==> src/rtl/wisc_pkg.sv <==
// Shared ISA opcodes and pipeline-control FSM encoding for the WISC core.
package wisc_pkg;

    typedef enum logic [3:0] {
        ADD    = 4'b0000,
        SUB    = 4'b0001,
        XOR    = 4'b0010,
        RED    = 4'b0011,
        PADDSB = 4'b0100,
        SLL    = 4'b0101,
        SRA    = 4'b0110,
        ROR    = 4'b0111,
        LW     = 4'b1000,
        SW     = 4'b1001,
        LLB    = 4'b1010,
        LHB    = 4'b1011,
        B      = 4'b1100,
        BR     = 4'b1101,
        PCS    = 4'b1110,
        HLT    = 4'b1111
    } opcode_t;

    typedef enum logic [1:0] {
        RUN    = 2'd0,
        DRAIN  = 2'd1,
        HALTED = 2'd2
    } ctrl_state_t;

    // Cycles spent draining in-flight instructions after HLT reaches ID.
    localparam logic [1:0] DRAIN_LOAD = 2'd3;

endpackage

==> src/rtl/src_use_decode.sv <==
// Decodes which source register fields an ID-stage opcode actually reads.
module src_use_decode
    import wisc_pkg::*;
(
    input  logic [3:0] opcode,
    output logic       rs_use,
    output logic       rt_use
);

    always_comb begin
        rs_use = 1'b0;
        rt_use = 1'b0;
        case (opcode)
            ADD, SUB, XOR, RED, PADDSB, SW: begin
                rs_use = 1'b1;
                rt_use = 1'b1;
            end
            // Shifts and LW carry an immediate in the rt field.
            SLL, SRA, ROR, LW: begin
                rs_use = 1'b1;
            end
            default: begin
                rs_use = 1'b0;
                rt_use = 1'b0;
            end
        endcase
    end

endmodule

==> src/rtl/pipeline_ctrl.sv <==
// Hazard/halt controller: load-use stalls, branch flushes, memory-busy freeze
// and the HLT drain sequence, with a saturating stall-cycle counter.
module pipeline_ctrl
    import wisc_pkg::*;
(
    input  logic        clk,
    input  logic        rst_n,
    input  logic [3:0]  id_opcode,
    input  logic [3:0]  id_rs,
    input  logic [3:0]  id_rt,
    input  logic [3:0]  ex_rd,
    input  logic        ex_reg_wrt,
    input  logic        ex_mem_to_reg,
    input  logic        br_taken,
    input  logic        mem_busy,
    output logic        pc_en,
    output logic        if_id_en,
    output logic        if_id_flush,
    output logic        id_ex_bubble,
    output logic        halted,
    output logic [15:0] stall_cnt
);

    ctrl_state_t state_reg, state_next;
    logic [1:0]  drain_cnt_reg, drain_cnt_next;
    logic [15:0] stall_cnt_reg;
    logic        rs_use, rt_use;
    logic        load_use;

    src_use_decode u_src_use_decode (
        .opcode (id_opcode),
        .rs_use (rs_use),
        .rt_use (rt_use)
    );

    assign load_use = ex_mem_to_reg && ex_reg_wrt && (ex_rd != 4'd0) &&
                      ((rs_use && (ex_rd == id_rs)) || (rt_use && (ex_rd == id_rt)));

    always_comb begin
        pc_en          = 1'b1;
        if_id_en       = 1'b1;
        if_id_flush    = 1'b0;
        id_ex_bubble   = 1'b0;
        state_next     = state_reg;
        drain_cnt_next = drain_cnt_reg;
        // While reset is held the enables stay in their free-running values.
        if (rst_n) begin
            if (state_reg == HALTED) begin
                pc_en        = 1'b0;
                if_id_en     = 1'b0;
                id_ex_bubble = 1'b1;
            end else if (mem_busy) begin
                pc_en    = 1'b0;
                if_id_en = 1'b0;
            end else begin
                case (state_reg)
                    RUN: begin
                        if (br_taken) begin
                            if_id_flush  = 1'b1;
                            id_ex_bubble = 1'b1;
                        end else if (load_use) begin
                            pc_en        = 1'b0;
                            if_id_en     = 1'b0;
                            id_ex_bubble = 1'b1;
                        end else if (id_opcode == HLT) begin
                            pc_en          = 1'b0;
                            if_id_en       = 1'b0;
                            id_ex_bubble   = 1'b1;
                            drain_cnt_next = DRAIN_LOAD;
                            state_next     = DRAIN;
                        end
                    end
                    DRAIN: begin
                        // A taken branch means the HLT was fetched down the wrong path.
                        if (br_taken) begin
                            if_id_flush    = 1'b1;
                            id_ex_bubble   = 1'b1;
                            drain_cnt_next = 2'd0;
                            state_next     = RUN;
                        end else begin
                            pc_en          = 1'b0;
                            if_id_en       = 1'b0;
                            id_ex_bubble   = 1'b1;
                            drain_cnt_next = drain_cnt_reg - 2'd1;
                            if (drain_cnt_reg == 2'd1) begin
                                state_next = HALTED;
                            end
                        end
                    end
                    default: begin
                        state_next = RUN;
                    end
                endcase
            end
        end
    end

    always_ff @(posedge clk or negedge rst_n) begin
        if (!rst_n) begin
            state_reg     <= RUN;
            drain_cnt_reg <= 2'd0;
            stall_cnt_reg <= 16'd0;
        end else begin
            state_reg     <= state_next;
            drain_cnt_reg <= drain_cnt_next;
            if (!pc_en && (state_reg != HALTED) && (stall_cnt_reg != 16'hFFFF)) begin
                stall_cnt_reg <= stall_cnt_reg + 16'd1;
            end
        end
    end

    assign halted    = (state_reg == HALTED);
    assign stall_cnt = stall_cnt_reg;

endmodule

==> config.mk <==
export PLATFORM = sky130hd
export DESIGN_NAME = pipeline_ctrl
export DESIGN_NICKNAME = d
export VERILOG_FILES = /design/src/rtl/wisc_pkg.sv /design/src/rtl/src_use_decode.sv /design/src/rtl/pipeline_ctrl.sv
export SDC_FILE = /design/constraint.sdc
export NUM_CORES = 1
export LEC_CHECK = 0
export BUFFER_PORTS_ARGS = -buffer_cell sky130_fd_sc_hd__buf_4
export CORE_MARGIN = 8
export CORE_UTILIZATION = 44
export CTS_CLUSTER_DIAMETER = 200
export DETAILED_ROUTE_END_ITERATION = 7
export GPL_ROUTABILITY_DRIVEN = 1
export PLACE_DENSITY = 0.83
export SETUP_SLACK_MARGIN = 0.1
export SYNTH_ARGS = -nofsm -noshare
export SYNTH_HDL_FRONTEND = slang
export SYNTH_HIERARCHICAL = 1
export SYNTH_SLANG_ARGS = --single-unit
==> constraint.sdc <==
create_clock -name clk -period 1.7 [get_ports clk]
set_input_delay 0.34 -clock clk [delete_from_list [all_inputs] [get_ports clk]]
set_output_delay 0.34 -clock clk [all_outputs]
set_load 0.01 [all_outputs]
==> flow_summary.json, run 1 <==
{
  "setup_slack_ns": -0.430,
  "fin_crit_ns": 2.13,
  "status": "complete, but fails checks",
  "cts_max_level": 1,
  "worstMarginPinSlew_ns": 0.453,
  "rsz0062_at_grt": "true",
  "syn_inst": 132,
  "syn_nets": 156,
  "place.gp.congestion": 0.853,
  "slew_headroom_pct": 69.7,
  "die_w_um": 68.5,
  "critPathSlowestCell": "nor3_2",
  "min_period_over_period_pct": 125,
  "synth_area_leader_cell": "dfrtp_1",
  "dp_slack_ns": -0.376,
  "hold_path_class": "in -> async",
  "fillCellCount": 132,
  "grt_max_degree": 19,
  "drcViolationCount": 0,
  "path_class": "in -> out",
  "via_per_inst": 5.95,
  "crit_cells": 8,
  "reg2reg_slack_ns": -0.41,
  "reg2reg_to": "stall_cnt[8]",
  "path_buf_inv": 2,
  "cts_inserted_buffers": 3,
  "drive_above_1_share_pct": 61.0,
  "vias": 1540,
  "first_global_vias": 1455,
  "vdd_ir_drop_max_mv": 1.01,
  "clock_latency_ns": 0.32,
  "cp_cell_sequence": "buf_6 -> xor2_1 -> nor3_2 -> nand4_1 -> nand2_2 -> nor2_4 -> a221oi_2 -> buf_4",
  "syn_area_sq_mm": 0.00121,
  "grtUsageTotal_pct": 19.5,
  "rr_startpoint": "stall_cnt[2]",
  "die_y_um": 68.5,
  "maxSlewViolCount": 0,
  "worstPathArrival_ns": 1.79,
  "grt_first_pass_wirelength_um": 6870,
  "synthTopCellsByArea": "dfrtp_1, xor2_1, xnor2_1",
  "p_per_area_mw_per_mm2": 770,
  "netlist.area_leader.share_pct": 41.2,
  "rr_worst_depth": 8,
  "worstSetupEndpointType": "primary output",
  "ys_ff_latch": 20,
  "hold_viol_final": 0,
  "maxCapViolCount": 0,
  "clock_skew_ns": 0.00712,
  "row_count": 19,
  "drt_first_pass_iters": 4,
  "clk_path_buf_depth": 2,
  "cts_tree": "yes",
  "crit_path_max_incr_delay_ns": 0.27,
  "drtIter0Drc": 90,
  "ant_nets": 0,
  "finalPower_w": 0.00175,
  "cp-endpoint": "id_ex_bubble",
  "initial_core_util_pct": 45.2,
  "critPathTopFamily": "simple AND/OR/NAND/NOR gates",
  "nets": 253,
  "dp_hpwl_um": 2910,
  "antenna_found_initial": 0,
  "cts.sinks": 20,
  "cellLeakagePower_nw": 1.14,
  "final_common_cell": "buf_4",
  "ys_seq_area_share_pct": 41.2,
  "syn_area_per_cell_sq_um": 9.20,
  "grt-ovfl-total": 0,
  "post_drt_wl_per_cell_um": 22.0,
  "coreArea_sq_mm": 0.00269,
  "start_kind": "input pin",
  "mostFrequentLayoutCells": "buf_4, dfrtp_1, xor2_1",
  "synth_warnings": 6,
  "io-pin-count": 43,
  "cp_max_fo": 3,
  "syn2layout_area_growth_pct": 86.8,
  "n_antenna_cell": 0,
  "die_area_sq_mm": 0.00470,
  "fmax_ghz": 0.469,
  "fin_area_sq_mm": 0.00227,
  "worstSetupStartpoint": "ex_rd[2]",
  "setup_viol": 19,
  "placed_area_sq_mm": 0.00183,
  "cp.required_ns": 1.36,
  "drt_wl_total_um": 5700,
  "violations": "negative setup slack",
  "ys_types": 33,
  "io_buffer_count": 42,
  "largest_reg_flops": 16,
  "root_buffer": "clkbuf_4",
  "clkTransAtPathRegs_ns": 0.12
}
==> cell usage after synthesis <==
cell,instances
and3_4,2
nand2b_1,4
nor3b_1,1
or2_2,1
or3_1,2
xnor2_1,9
nor2b_1,1
a21oi_1,3
a22o_1,1
o21ai_0,3
nand4_1,5
clkbuf_1,1
o211ai_2,1
buf_6,1
and3_1,1
o31ai_1,2
clkbuf_2,1
nor4_1,5
a21o_1,1
ha_1,2
a221oi_1,1
xor2_1,14
nand2_2,1
nand2_1,12
inv_1,5
nor3_1,9
mux2_1,1
nor2_1,12
nand4_2,1
nand3_1,7
o32a_1,1
dfrtp_1,20
buf_4,1
==> final cells by class <==
type | count | area, sq um | area share (%)
sequential | 20 | 502 | 22.1
tap | 31 | 38.8 | 1.71
inverter | 5 | 18.8 | 0.827
clock inverter | 1 | 30.0 | 1.32
clock buffer | 3 | 22.5 | 0.992
timing repair buffer | 95 | 764 | 33.7
multi-input combinational | 104 | 893 | 39.4
==> layer usage <==
layer  global-route usage (%)  routed length [um]
met2                     36.4                2930
met3                     5.82                 411
met1                     21.5                2020
met5                        0                   0
met4                     3.07                 345
==> through the flow <==
| step | std cells | setup TNS, ns | util [%] | hold slack (ns) |
|---|---|---|---|---|
| CTS | 246 | -1.97 | 74.8 | 0.00420 |
| global placement | 234 | -3.40 | 68.0 | 0.149 |
| detailed placement | 234 | -4.85 | 68.0 | 0.150 |
| global route | 259 | -5.30 | 84.5 | 0.0130 |
| finish | 259 | -4.27 | 84.5 | 0.00639 |
| floorplan | 132 | -0.443 | - | 0.0444 |
==> what timing repair did <==
action | CTS | global route
cloned | 0 | 1
hold buffers | 1 | 0
endpoints found under the hold margin | 2 | 0
pin swaps | 17 | 17
resized for setup | 15 | 35
setup buffers | 7 | 12
endpoints found under the setup margin | 20 | 24
==> how the worst min path moves through the flow <==
| stage | to |
|---|---|
| global placement | drain_cnt_reg[1] |
| finish | stall_cnt[10] |
| detailed placement | drain_cnt_reg[1] |
| global route | stall_cnt[10] |
| floorplan | drain_cnt_reg[0] |
| CTS | stall_cnt[7] |
==> kinds of logic after synthesis <==
| family | synth area share (%) |
|---|---|
| compound gates | 7.62 |
| xor+xnor | 16.6 |
| fa+ha+maj | 2.06 |
| buf+inv | 3.81 |
| flops | 41.2 |
| mux | 0.927 |
| simple gates | 27.8 |
==> power breakdown <==
group	internal [W]	total, W	switching (W)
Sequential	0.000539	0.000577	0.0000383
Clock	0.000239	0.000402	0.000163
Combinational	0.000424	0.000768	0.000344
Total	0.00120	0.00175	0.000546
(Power assumes the default switching activity.)
==> run 2: changes to the inputs <==
Settings changed: RECOVER_POWER set to 100, SETUP_SLACK_MARGIN 0.1 to 0.3, SLEW_MARGIN set to 20.
==> flow_summary.json, run 2 (synthesis gave the netlist of run 1 again) <==
{
  "top_usage_layer": "met2",
  "die_area_sq_mm": 0.00470,
  "io_buffer_count": 42,
  "grt_util_met1_pct": 23.7,
  "die_y_um": 68.5,
  "post_drt_wl_per_cell_um": 21.7,
  "reg2reg_to": "stall_cnt[4]",
  "vias": 1504,
  "drcViolationCount": 0,
  "grt-ovfl-total": 0,
  "first_global_vias": 1509,
  "grt_use_met2_pct": 34.4,
  "layoutNonFillerInstCount": 265,
  "grt_first_pass_wirelength_um": 7070,
  "nets": 259,
  "slew_headroom_pct": 32.1,
  "cts_inserted_buffers": 3,
  "drtIter0Drc": 117,
  "path_class": "reg -> out",
  "drt_first_pass_iters": 5,
  "worstMarginPinSlew_ns": 1.02,
  "min_from": "br_taken",
  "maxCapViolCount": 0,
  "multi_input_area_sq_um": 965,
  "fin_hold_ws_ns": 0.411,
  "cts_max_level": 1,
  "row_count": 19,
  "grtUsageTotal_pct": 19.8,
  "cts_tree": "yes",
  "clock_latency_ns": 0.30,
  "use_met3_pct": 5.01,
  "worst_hold_path.num_cells": 3,
  "grt_max_degree": 18,
  "clk_path_buf_depth": 2,
  "cp_max_fo": 2,
  "dp_hpwl_um": 3050,
  "rr_startpoint": "state_reg[0]",
  "cts.sinks": 20,
  "fmax_ghz": 0.479,
  "vdd_ir_drop_max_mv": 1.20,
  "n_antenna_cell": 0,
  "p_per_area_mw_per_mm2": 708,
  "mostFrequentLayoutCells": "buf_4, dfrtp_1, buf_6",
  "largest_reg_flops": 16,
  "cellLeakagePower_nw": 1.13,
  "start_kind": "flip-flop",
  "die_w_um": 68.5,
  "setup_slack_ns": -0.387,
  "maxSlewViolCount": 0,
  "fin_crit_ns": 2.09,
  "io-pin-count": 43,
  "hold_viol_final": 0,
  "rr_worst_depth": 10,
  "via_per_inst": 5.68,
  "setup_viol": 21,
  "place.gp.congestion": 0.924,
  "antenna_found_initial": 0,
  "final_common_cell": "buf_4",
  "cp.required_ns": 1.36,
  "min_to": "state_reg[1]",
  "drt_wl_total_um": 5750,
  "rsz0062_at_grt": "true",
  "ant_nets": 0,
  "worstSetupEndpointType": "primary output",
  "clock_skew_ns": 0.00487,
  "coreArea_sq_mm": 0.00269,
  "clkTransAtPathRegs_ns": 0.12,
  "syn2layout_area_growth_pct": 94.6,
  "worstPathArrival_ns": 1.75,
  "initial_core_util_pct": 45.2,
  "drive_above_1_share_pct": 59.8,
  "violations": "negative setup slack",
  "register_area_sq_um": 503,
  "fillCellCount": 125,
  "hold_path_class": "in -> reg",
  "status": "complete, but fails checks",
  "place_inst": 235,
  "setup_tns_ns": -5.18,
  "min_period_over_period_pct": 123,
  "reg2reg_slack_ns": -0.30,
  "root_buffer": "clkbuf_4"
}
-- run 2: changes by cell type in the layout (fill, tap and decap cells not counted), sizes merged --
cell	previous run	this run
clkbuf	3	19
o211ai	2	1
buf	94	85
-- run 2: power by group --
part | total, W | switching (W) | leakage, nW | internal, W
Clock | 0.000388 | 0.000150 | 0.0279 | 0.000238
Sequential | 0.000584 | 0.0000448 | 0.252 | 0.000539
Combinational | 0.000701 | 0.000354 | 0.846 | 0.000348
Total | 0.00167 | 0.000548 | 1.13 | 0.00113
-- run 2: layout make-up --
type                            count  share of cell area, %
Timing Repair Buffer              102                   33.2
Clock inverter                      1                   1.27
Multi-Input combinational cell    103                   40.8
Inverter                            5                  0.899
Sequential cell                    20                   21.3
Tap cell                           31                   1.64
Clock buffer                        3                  0.952
-- run 2: worst max-delay path by stage --
| stage | from | endpoint | slack, ns |
|---|---|---|---|
| floorplan | stall_cnt[3] | stall_cnt[1] | -0.17 |
| global placement | ex_rd[0] | stall_cnt[8] | -0.23 |
| detailed placement | ex_rd[0] | stall_cnt[8] | -0.31 |
| CTS | state_reg[0] | if_id_en | -0.23 |
| global route | ex_rd[2] | id_ex_bubble | -0.42 |
| finish | state_reg[0] | if_id_en | -0.39 |
-- run 2: per-layer routing --
layer,vias to the layer above,routed length [um]
met1,744,2330
met3,18,337
met5,-,0
met4,0,146
li1,666,-
met2,76,2930
-- run 2: what timing repair did --
| item | 4_1_cts | 5_1_grt |
|---|---|---|
| setup endpoints to repair | 24 | 26 |
| pin swaps | 19 | 27 |
| hold endpoints to repair | 3 | 0 |
| gates resized for setup | 32 | 41 |
| buffers inserted | 13 | 12 |
| hold buffers | 1 | 0 |
-- run 2: worst max-delay path, stage by stage (launching register included) --
cell and delay [ns]:
dfrtp_1 0.42, buf_4 0.14, buf_6 0.12, nand2_2 0.09, a21oi_1 0.09, nor2b_2 0.23
buf_4 0.18, nand2_4 0.06, buf_6 0.12
-- run 2: through the flow --
step           power, W  cell area, sq um  util (%)  worst slack [ns]
3_5_place_dp    0.00115              1850      68.7            -0.313
5_1_grt         0.00173              2360      88.0            -0.422
2_1_floorplan  0.000818              1280         -            -0.165
3_3_place_gp    0.00111              1850      68.7            -0.228
6_report        0.00167              2360      88.0            -0.387
4_1_cts         0.00160              2150      79.9            -0.233
==> run 3: changes to the inputs <==
Settings changed: CORE_UTILIZATION 44 to 53, PLACE_DENSITY 0.83 to 0.92, SETUP_SLACK_MARGIN 0.3 to 0.15, SYNTH_HIERARCHICAL 1 to not set.
Clock period 1.7 ns to 2.7 ns, I/O delays scaled along.
==> flow_summary.json, run 3 <==
{
  "status": "completed",
  "critPathTopFamily": "simple AND/OR/NAND/NOR gates",
  "grt_first_pass_wirelength_um": 5280,
  "drcViolationCount": 0,
  "cp.required_ns": 2.16,
  "syn_area_sq_mm": 0.00125,
  "die_y_um": 64.5,
  "synthArstFlopShare_pct": 100,
  "p_comb_share_pct": 34.1,
  "worstMarginPinSlew_ns": 0.402,
  "ys_seq_area_share_pct": 40.2,
  "syn_area_per_cell_sq_um": 9.66,
  "dp_hpwl_um": 2490,
  "post_synth_fa_ha_maj_area_fraction_pct": 2.01,
  "p_per_area_mw_per_mm2": 622,
  "fillCellCount": 210,
  "synth_warnings": 0,
  "power_switching_w": 0.000353,
  "ys_dominant_reg_cell": "dfrtp_1",
  "final_common_cell": "clkbuf_1",
  "synth_area_leader_cell": "dfrtp_1",
  "mostFrequentLayoutCells": "clkbuf_1, dfrtp_1, buf_4",
  "cts_tree": "yes",
  "seqPwrFrac_pct": 47.7,
  "start_kind": "input pin",
  "clock_skew_ns": 0.00219,
  "power.internal_w": 0.000584,
  "cts_setup_buffers": 0,
  "min_period_over_period_pct": 90.3,
  "clock_latency_ns": 0.30,
  "ys_ff_latch": 20,
  "fin_crit_ns": 2.44,
  "crit_path_max_incr_delay_ns": 0.24,
  "cts_max_level": 1,
  "cellLeakagePower_nw": 0.633,
  "cp_cell_sequence": "clkbuf_1 -> xnor2_1 -> and4_1 -> nand4_1 -> and3_1 -> a211oi_1 -> o21a_1 -> clkbuf_1",
  "p_sw_share_pct": 37.7,
  "critPathSlowestCell": "a211oi_1",
  "synthXorXnorAreaFrac_pct": 14.8,
  "setup_tns_ns": 0,
  "syn_nets": 153,
  "n_antenna_cell": 0,
  "path_class": "in -> out",
  "syn_inst": 129,
  "hold_path_class": "in -> async",
  "syn2layout_area_growth_pct": 20.9,
  "maxCapViolCount": 0,
  "post_drt_wl_per_cell_um": 15.8,
  "clk_path_buf_depth": 2,
  "drive_above_1_share_pct": 16.4,
  "placed_area_sq_mm": 0.00157,
  "coreArea_sq_mm": 0.00221,
  "io-pin-count": 43,
  "synth_edf_count": 0,
  "slew_headroom_pct": 73.1,
  "fin_util_pct": 68.1,
  "maxSlewViolCount": 0,
  "worstPathArrival_ns": 1.90,
  "worstSetupEndpointType": "primary output",
  "initial_core_util_pct": 56.3,
  "drtIter0Drc": 49,
  "path_buf_inv": 2,
  "grt-ovfl-total": 0,
  "fin_hold_ws_ns": 0.114,
  "drt_wl_total_um": 3150,
  "netlist.area_leader.share_pct": 40.2,
  "synthTopCellsByArea": "dfrtp_1, xnor2_1, nand4_1",
  "hold_viol_final": 0,
  "antenna_found_initial": 0,
  "fmax_ghz": 0.410,
  "root_buffer": "clkbuf_4",
  "clkTransAtPathRegs_ns": 0.11,
  "grt_max_degree": 26,
  "largest_reg_flops": 16,
  "synth_top_family_by_area": "simple AND/OR/NAND/NOR gates",
  "p_clk_share_pct": 18.2,
  "synthSimpleGateAreaFrac_pct": 29.5,
  "cts.sinks": 20,
  "synth_most_common_cell": "dfrtp_1",
  "rsz0062_at_grt": "false",
  "finalPower_w": 0.000937,
  "first_global_vias": 1160,
  "die_area_sq_mm": 0.00416,
  "synth_compound_area_share_pct": 6.12,
  "place.gp.congestion": 0.842,
  "nets": 196,
  "via_per_inst": 5.76,
  "critPathMostFrequentCell": "clkbuf_1",
  "ys_types": 36,
  "vias": 1147,
  "setup_viol": 0,
  "cp_max_fo": 3,
  "fin_area_sq_mm": 0.00151,
  "drt_first_pass_iters": 4,
  "die_w_um": 64.5,
  "grtUsageTotal_pct": 15.3,
  "io_buffer_count": 42,
  "cts_inserted_buffers": 3,
  "ant_nets": 0,
  "row_count": 17,
  "synthMuxAreaShare_pct": 3.61,
  "synth_top_cells_by_count": "dfrtp_1, xnor2_1, nand4_1",
  "vdd_ir_drop_max_mv": 0.373
}
run 3: changes by cell type after synthesis, sizes merged, moves of 5 or more:
cell,previous run,this run
nand2,13,7
nand4,6,11
nor2,12,7
xnor2,9,18
xor2,14,3
run 3: logic make-up after synthesis:
group           after synthesis
simple gates                 60
xor+xnor                     21
flops                        20
compound gates               13
buf+inv                       9
mux                           4
fa+ha+maj                     2
run 3: routing by layer:
layer	GRT usage (%)	vias to the layer above	wire [um]
met5	0	-	0
met4	5.99	0	27
met3	4.47	2	211
met2	26.7	48	1620
met1	17.2	547	1300
li1	-	550	-
run 3: final timing paths:
check	startpoint	endpoint	slack, ns	cells past startpoint
hold reg to reg	stall_cnt[10]	stall_cnt[10]	0.52	1
hold / removal	rst_n	stall_cnt[7]	0.11	1
setup reg to reg	stall_cnt[7]	stall_cnt[1]	0.66	5
max in group asynchronous	rst_n	stall_cnt[2]	2.36	1
setup / recovery	ex_rd[0]	id_ex_bubble	0.26	8
min in group clk	stall_cnt[10]	stall_cnt[10]	0.52	1
run 3: power groups by stage:
stage               clock (W)  sequential (W)  combinational [W]
detailed placement          0        0.000447           0.000378
floorplan                   0        0.000445           0.000201
finish               0.000170        0.000447           0.000320
global route         0.000185        0.000457           0.000351
global placement            0        0.000440           0.000355
CTS                  0.000173        0.000445           0.000377
run 3: cell type report:
class | count | area [sq um] | share of cell area (%)
clock buffers | 4 | 36.3 | 2.41
inverters | 4 | 15.0 | 0.997
multi-input cells | 100 | 683 | 45.3
flip-flops and latches | 20 | 500 | 33.2
well taps | 28 | 35.0 | 2.33
repair buffers | 43 | 236 | 15.7
run 3: worst reg2reg max path: stages (launching register included):
cell	delay [ns]
dfrtp_1	0.46
and4_1	0.28
nand3_1	0.13
or3_1	0.51
nand3_1	0.19
mux2_1	0.35
run 3: timing repair:
| action | CTS | global route |
|---|---|---|
| hold endpoints to repair | 0 | 0 |
| hold buffers | 0 | 0 |
| endpoints found under the setup margin | 0 | 1 |
| resized for setup | 0 | 1 |
run 3: per-stage QoR:
stage          instances  worst slack [ns]
2_1_floorplan        129             0.397
3_3_place_gp         195             0.346
3_5_place_dp         195             0.300
4_1_cts              199             0.297
5_1_grt              199             0.122
6_report             199             0.263
